`src/rtl/db_pkg.sv`:
```
// rtl/db_pkg.sv - shared state encoding and sizing helper for the button debouncer
package db_pkg;

    typedef enum logic [1:0] {
        RELEASED     = 2'd0,
        PRESS_WAIT   = 2'd1,
        PRESSED      = 2'd2,
        RELEASE_WAIT = 2'd3
    } db_state_t;

    // Bits needed to hold values 0..max_count inclusive.
    function automatic int cnt_width(input int max_count);
        return (max_count < 1) ? 1 : $clog2(max_count + 1);
    endfunction

endpackage

```
`src/rtl/db_channel.sv`:
```
// rtl/db_channel.sv - one button: synchroniser, bounce filter FSM, strobes, optional auto-repeat (HOLD_REPEAT_EN)
module db_channel
    import db_pkg::*;
#(
    parameter int DB_CYCLES   = 100000,
    parameter int SYNC_STAGES = 2
`ifdef HOLD_REPEAT_EN
    ,
    parameter int REPEAT_DELAY  = 50000000,
    parameter int REPEAT_PERIOD = 10000000
`endif
) (
    input  logic clk,
    input  logic reset,
    input  logic raw,
    output logic level,
    output logic press,
    output logic rel
);

    localparam int CW = cnt_width(DB_CYCLES);
    localparam logic [CW-1:0] CNT_LAST = CW'(DB_CYCLES - 1);

    logic [SYNC_STAGES-1:0] sync;
    logic                   s;
    db_state_t              state;
    logic [CW-1:0]          cnt;
    logic                   rpt_fire;

    always_ff @(posedge clk or posedge reset) begin
        if (reset) begin
            sync <= '0;
        end else begin
            sync <= {sync[SYNC_STAGES-2:0], raw};
        end
    end

    assign s = sync[SYNC_STAGES-1];

`ifdef HOLD_REPEAT_EN
    localparam int RW = cnt_width((REPEAT_DELAY > REPEAT_PERIOD) ? REPEAT_DELAY : REPEAT_PERIOD);
    localparam logic [RW-1:0] DLY_LAST = RW'(REPEAT_DELAY - 1);
    localparam logic [RW-1:0] PER_LAST = RW'(REPEAT_PERIOD - 1);

    logic [RW-1:0] rpt_cnt;
    logic          rpt_periodic;

    assign rpt_fire = (state == PRESSED) && s &&
                      (rpt_cnt == (rpt_periodic ? PER_LAST : DLY_LAST));

    // Any cycle not spent holding in PRESSED restarts the initial delay.
    always_ff @(posedge clk or posedge reset) begin
        if (reset) begin
            rpt_cnt      <= '0;
            rpt_periodic <= 1'b0;
        end else if (state != PRESSED || !s) begin
            rpt_cnt      <= '0;
            rpt_periodic <= 1'b0;
        end else if (rpt_fire) begin
            rpt_cnt      <= '0;
            rpt_periodic <= 1'b1;
        end else begin
            rpt_cnt <= rpt_cnt + 1'b1;
        end
    end
`else
    assign rpt_fire = 1'b0;
`endif

    always_ff @(posedge clk or posedge reset) begin
        if (reset) begin
            state <= RELEASED;
            cnt   <= '0;
            level <= 1'b0;
            press <= 1'b0;
            rel   <= 1'b0;
        end else begin
            press <= 1'b0;
            rel   <= 1'b0;
            case (state)
                RELEASED: begin
                    if (s) begin
                        state <= PRESS_WAIT;
                        cnt   <= CW'(1);
                    end
                end
                PRESS_WAIT: begin
                    if (!s) begin
                        state <= RELEASED;
                        cnt   <= '0;
                    end else if (cnt == CNT_LAST) begin
                        state <= PRESSED;
                        cnt   <= '0;
                        level <= 1'b1;
                        press <= 1'b1;
                    end else begin
                        cnt <= cnt + 1'b1;
                    end
                end
                PRESSED: begin
                    if (!s) begin
                        state <= RELEASE_WAIT;
                        cnt   <= CW'(1);
                    end else if (rpt_fire) begin
                        press <= 1'b1;
                    end
                end
                RELEASE_WAIT: begin
                    if (s) begin
                        state <= PRESSED;
                        cnt   <= '0;
                    end else if (cnt == CNT_LAST) begin
                        state <= RELEASED;
                        cnt   <= '0;
                        level <= 1'b0;
                        rel   <= 1'b1;
                    end else begin
                        cnt <= cnt + 1'b1;
                    end
                end
                default: begin
                    state <= RELEASED;
                    cnt   <= '0;
                    level <= 1'b0;
                end
            endcase
        end
    end

endmodule

```
`src/rtl/btn_debounce_multi.sv`:
```
// rtl/btn_debounce_multi.sv - N independent debounced button channels; auto-repeat under HOLD_REPEAT_EN
module btn_debounce_multi
    import db_pkg::*;
#(
    parameter int CHANNELS      = 4,
    parameter int DB_CYCLES     = 100000,
    parameter int SYNC_STAGES   = 2,
    parameter int REPEAT_DELAY  = 50000000,
    parameter int REPEAT_PERIOD = 10000000
) (
    input  logic                clk,
    input  logic                reset,
    input  logic [CHANNELS-1:0] btn_raw,
    output logic [CHANNELS-1:0] btn_level,
    output logic [CHANNELS-1:0] btn_press,
    output logic [CHANNELS-1:0] btn_release
);

    for (genvar i = 0; i < CHANNELS; i++) begin : g_ch
        db_channel #(
            .DB_CYCLES    (DB_CYCLES),
            .SYNC_STAGES  (SYNC_STAGES)
`ifdef HOLD_REPEAT_EN
            ,
            .REPEAT_DELAY (REPEAT_DELAY),
            .REPEAT_PERIOD(REPEAT_PERIOD)
`endif
        ) u_ch (
            .clk  (clk),
            .reset(reset),
            .raw  (btn_raw[i]),
            .level(btn_level[i]),
            .press(btn_press[i]),
            .rel  (btn_release[i])
        );
    end

`ifndef HOLD_REPEAT_EN
    // Repeat timing only shapes the auto-repeat build; nothing is generated here.
    if (REPEAT_DELAY < 1 || REPEAT_PERIOD < 1) begin : g_repeat_unused
    end
`endif

endmodule

```
`config.mk`:
```
export PLATFORM = sky130hd
export DESIGN_NAME = btn_debounce_multi
export DESIGN_NICKNAME = d
export VERILOG_FILES = /design/src/rtl/db_pkg.sv /design/src/rtl/db_channel.sv /design/src/rtl/btn_debounce_multi.sv
export SDC_FILE = /design/constraint.sdc
export NUM_CORES = 1
export LEC_CHECK = 0
export CORE_UTILIZATION = 60
export DETAILED_ROUTE_END_ITERATION = 7
export GPL_ROUTABILITY_DRIVEN = 0
export GPL_TIMING_DRIVEN = 1
export PLACE_DENSITY = 0.76
export SYNTH_ARGS = -nofsm -noshare
export SYNTH_HDL_FRONTEND = slang
export SYNTH_HIERARCHICAL = 1
export SYNTH_SLANG_ARGS = --single-unit
```
`constraint.sdc`:
```
create_clock -name clk -period 2.8 [get_ports clk]
set_clock_uncertainty 0.05 [all_clocks]
set_input_delay 0.56 -clock clk [delete_from_list [all_inputs] [get_ports clk]]
set_output_delay 0.56 -clock clk [all_outputs]
set_load 0.01 [all_outputs]
```
==> Yosys cells after proc, flatten, opt, wreduce, memory -nomap -nowiden <==
Index checks and enable logic that the tools add are counted.
{ "word_totals": {"regBits": 96, "inputBits": 6, "output_inout_bits": 12, "elab_cells": 188} }
{ "classes": {"add_sub_neg": 4, "eq_ne": 48, "muxes": 92, "n_reduce_logical": 20} }
{ "op_table": {"columns": ["op", "count"], "rows": [
  ["2-to-1 mux 17 bit", 20],
  ["one-hot mux 17 bit (4 select lines)", 4],
  ["adder 17 x 1 -> 17 bit, second input constant", 4],
  ["== test 17 bit, second input constant", 4],
  ["2-to-1 mux 2 bit", 24],
  ["2-to-1 mux 1 bit", 36],
  ["inequality test 2 x 1 -> 1 bit, second input constant", 16],
  ["one-hot mux 2 bit (4 select lines)", 4],
  ["AND reduction 5 bit", 4],
  ["== test 2 bit, second input constant", 8],
  ["inequality test 2 bit, second input constant", 8],
  ["AND reduction 4 bit", 4],
  ["inequality test 3 x 1 -> 1 bit, second input constant", 4],
  ["inequality test 3 bit, second input constant", 4],
  ["== test 2 x 1 -> 1 bit, second input constant", 4],
  ["zero test 2 bit", 4],
  ["one-hot mux 1 bit (2 select lines)", 4],
  ["AND reduction 2 bit", 4],
  ["nonzero test 2 bit", 4]
]} }

==> Depth between registers and ports, before layout <==
{ "depth": {"depth_word": 4, "mapped_depth": 8, "depth_no_buf": 6} }

==> Modules after synthesis <==
Netlist, hierarchy kept.
{ "by_module_without_submodules": {"columns": ["module", "n_inst", "cells_per_inst", "area_per_inst_um2", "seq_area_each_um2"], "rows": [
  ["db_channel (g_ch[0].u_ch ...)", 3, 130, 1234.9, 600.6],
  ["db_channel (g_ch[3].u_ch)", 1, 137, 1388.8, 600.6]
]} }

==> Least setup slack after synthesis <==
No wires, ideal clock.
{ "synth_timing": {"kind": "flip-flop to flip-flop", "startpoint": "register g_ch[0].u_ch.cnt[0]", "endpoint": "register g_ch[0].u_ch.cnt[1]", "setup_ns": 0.121, "arrival_time_ns": 1.776, "required_time_ns": 2.629, "setup_slack_ns": 0.853, "stages_incl_launch_ff": 7, "path_buffers": 1, "period_less_slack_ns": 1.947, "cell_sequence": "dfrtp_1 ha_1 nand4_1 nor4_4 nor2_2 buf_2 a22o_1"} }
{ "synth_between": {"elab_chain_cells": 4, "word_cells_on_any_way": 6, "classes_between": "add/sub: 1; eq/ne: 1; mux: 4"} }
{ "synth_lines": {"columns": ["item", "line", "source"], "rows": [
  ["from (decl)", "db_channel.sv:27", "logic [CW-1:0] cnt;"],
  ["from (signal assigned)", "db_channel.sv:97", "cnt <= cnt + 1'b1;"],
  ["from (signal assigned)", "db_channel.sv:118", "cnt <= cnt + 1'b1;"],
  ["adder 17 x 1 -> 17 bit or == test 17 bit (tied branches)", null, null],
  ["2-to-1 mux 17 bit *", "db_channel.sv:91, db_channel.sv:112", null],
  ["2-to-1 mux 17 bit (on tied branches)", "db_channel.sv:109, db_channel.sv:88", null],
  ["one-hot mux 17 bit (4 select lines) *", "db_channel.sv:80", "case (state)"]
]} }
Every way passes the cells marked *; elsewhere a longest branch is shown, timed or not.
A chain may end at the register's enable or synchronous reset.

==> Worst setup path in the final report <==
{ "layout_timing": {"startpoint": "register g_ch[0].u_ch.cnt[0]", "endpoint": "register g_ch[0].u_ch.cnt[16]"} }
Same word-level chain as after synthesis.

==> metrics.csv <==
metric,value,unit
drtIter0Drc,204,
yosysWarningCount,6,
hold_buffers,0,
synth_top_area_share,47.2,%
slew_viol_final,0,
synth_edf_count,0,
hold_class,flip-flop to flip-flop,
ir_worst_vdd,0.000483,V
crit_fanout,8,
drive_gt1_share,8.46,%
avgSynthCellArea,9.67,um2
firstDrtPassIters,4,
most-common-layout-cells,"dfrtp_1, nand2_1, a31oi_1",
async_flop_share,100,%
critPathKind,flip-flop to flip-flop,
coreArea,8220,um2
overflow,0,
p_total,0.00385,W
combPwrFrac,31.6,%
clockBufferDepth,2,
internal_power,0.00235,W
clkPwrFrac,24.9,%
p_switching,0.00150,W
grt_pass1_vias,4062,
die_area,8860,um2
yosysSeqAreaShare,47.2,%
worstSetupEndpointType,flip-flop,
num_vias,4222,
antenna_found_initial,0,
p_leak,2.31,nW
cts.clk_slew.worst_paths,0.11,ns
cts_buffers,9,
post_cts_buffers,0,
track_usage,26.8,%
synth_cells,527,
drv_cap,0,
vias_per_cell,6.51,
final_common_cell,dfrtp_1,
cts_tree,built,
ys_ff_latch,96,
drc,0,
die_height,94.1,um
grt_max_degree,25,
cp.required,3.05,ns
worstPathArrival,2.58,ns
num_rows,33,
period_share,83.0,%
dpl-instance-area,5310,um2
cts_resized,0,
regArea,2400,um2
grt_pass1_wl,18800,um
ioPinCount,18,
max_freq,431,MHz
fillers,650,
wire_per_inst,16.6,um
start_util,62.0,%
netlist_area,5090,um2
diodes,0,
synth_ff_type,dfrtp_1,
relSlewSlack,47.1,%
tns,0,ns
numClockSinks,96,
finalSetupViolCount,0,
seqPwrFrac,43.5,%
io_buffer_count,17,
antenna_left,0,
synth_area_leaders,"dfrtp_1, a31oi_1, nand3_1",
postRouteWirelength,10800,um
clock_latency,0.37,ns
syn_nets,537,
syn_to_final_growth,8.40,%
yosysTopAreaCell,dfrtp_1,
clockRootBuffer,clkbuf_8,
die_w,94.1,um
status,finished clean,
final_area,5520,um2
synth.distinct_cells,58,
hpwl,7340,um
powerDensity,696,nW/um2
swShare,38.9,%
worstSetupStartpointType,flip-flop,
min_period,2.32,ns
worst_pin_slew,0.790,ns
nNetsFinal,549,
hold_violations,0,
multi_input_area,2430,um2
grt_setup_unrepaired,false,
htreeDepth,3,
[routing by layer]
metal | track usage [%] | vias to the layer above | wire length, um
met2 | 43.2 | 137 | 5230
met3 | 3.80 | 13 | 533
met5 | 0 | - | 0
li1 | - | 2014 | -
met1 | 35.9 | 2058 | 4840
met4 | 12.3 | 0 | 168
[cells in the mapped netlist, types with 7 or more instances]
cell type  count
mux2i_1        8
nor4_1         7
clkbuf_1       8
inv_1         29
nor2_1        17
xor2_1         7
and3_1         7
and4_1         7
o21ai_1       15
or3_1         18
buf_4          7
and2_1         7
nor3_1        15
nand4_1       20
o21ai_0       15
nand2_1       42
dfrtp_1       96
nand3_1       36
a31oi_1       41
buf_2          8
a21oi_1       28
[per-stage QoR]
step                      setup WS (ns)  util, %  hold WS, ns  std cells
after detailed placement          0.522     64.7        0.287        633
after floorplan                   0.853        -        0.281        527
after global routing              0.300     67.2        0.324        649
final                             0.477     67.2        0.310        649
after CTS                         0.524     67.2        0.313        649
after global placement            0.649     64.7        0.283        633
[area by class of cell]
type	count	area share, %
clock inverter	7	1.52
multi-input combinational	376	43.9
tap	105	2.38
sequential	96	43.5
timing repair buffer	27	4.44
clock buffer	9	2.24
inverter	29	1.97
[critical path: stages (launching register included)]
cell and delay, ns:
dfrtp_1 0.42, ha_1 0.22, nand4_1 0.35, nor4b_1 0.69, nand3_1 0.20, o21ba_1 0.20
a31oi_1 0.12
[flip-flops by register name (all words and copies together) (netlist names), named ones only]
name / flops
g_ch.u_ch/cnt: 68
g_ch.u_ch/level: 4
g_ch.u_ch/press: 4
g_ch.u_ch/rel: 4
g_ch.u_ch/state: 4
g_ch.u_ch/sync: 8
[final timing paths]
| path | start | endpoint | slack (ns) | cells past startpoint |
|---|---|---|---|---|
| worst min register to register | g_ch[0].u_ch/sync[0] | g_ch[0].u_ch/sync[1] | 0.31 | 0 |
| worst max register to register | g_ch[0].u_ch/cnt[0] | g_ch[0].u_ch/cnt[16] | 0.48 | 6 |
| worst min-delay path | g_ch[0].u_ch/sync[0] | g_ch[0].u_ch/sync[1] | 0.31 | 0 |
| max in group asynchronous | reset | g_ch[1].u_ch/cnt[3] | 1.86 | 3 |
| min in group asynchronous | reset | g_ch[0].u_ch/cnt[1] | 0.58 | 3 |
| worst max-delay path | g_ch[0].u_ch/cnt[0] | g_ch[0].u_ch/cnt[16] | 0.48 | 6 |
[power by group through the flow]
stage / Combinational (W) / Clock [W] / Sequential, W
final: 0.00122 / 0.000956 / 0.00167
after global routing: 0.00135 / 0.00104 / 0.00170
after CTS: 0.00120 / 0.000982 / 0.00167
after detailed placement: 0.00120 / 0 / 0.00170
after global placement: 0.00115 / 0 / 0.00168
after floorplan: 0.00105 / 0 / 0.00163
[kinds of logic (layout without fill, tap and decap cells)]
group | count (synthesis) | after routing | synth area share [%]
adders and majority gates | 4 | 4 | 0.983
AOI/OAI and AO/OA | 140 | 140 | 17.7
buffers and inverters | 55 | 72 | 5.21
muxes | 9 | 9 | 1.79
DFF | 96 | 96 | 47.2
and+or+nand+nor | 216 | 216 | 25.9
xor gates and xnor gates | 7 | 7 | 1.20
Note: power is estimated with default switching activity, not from simulation.
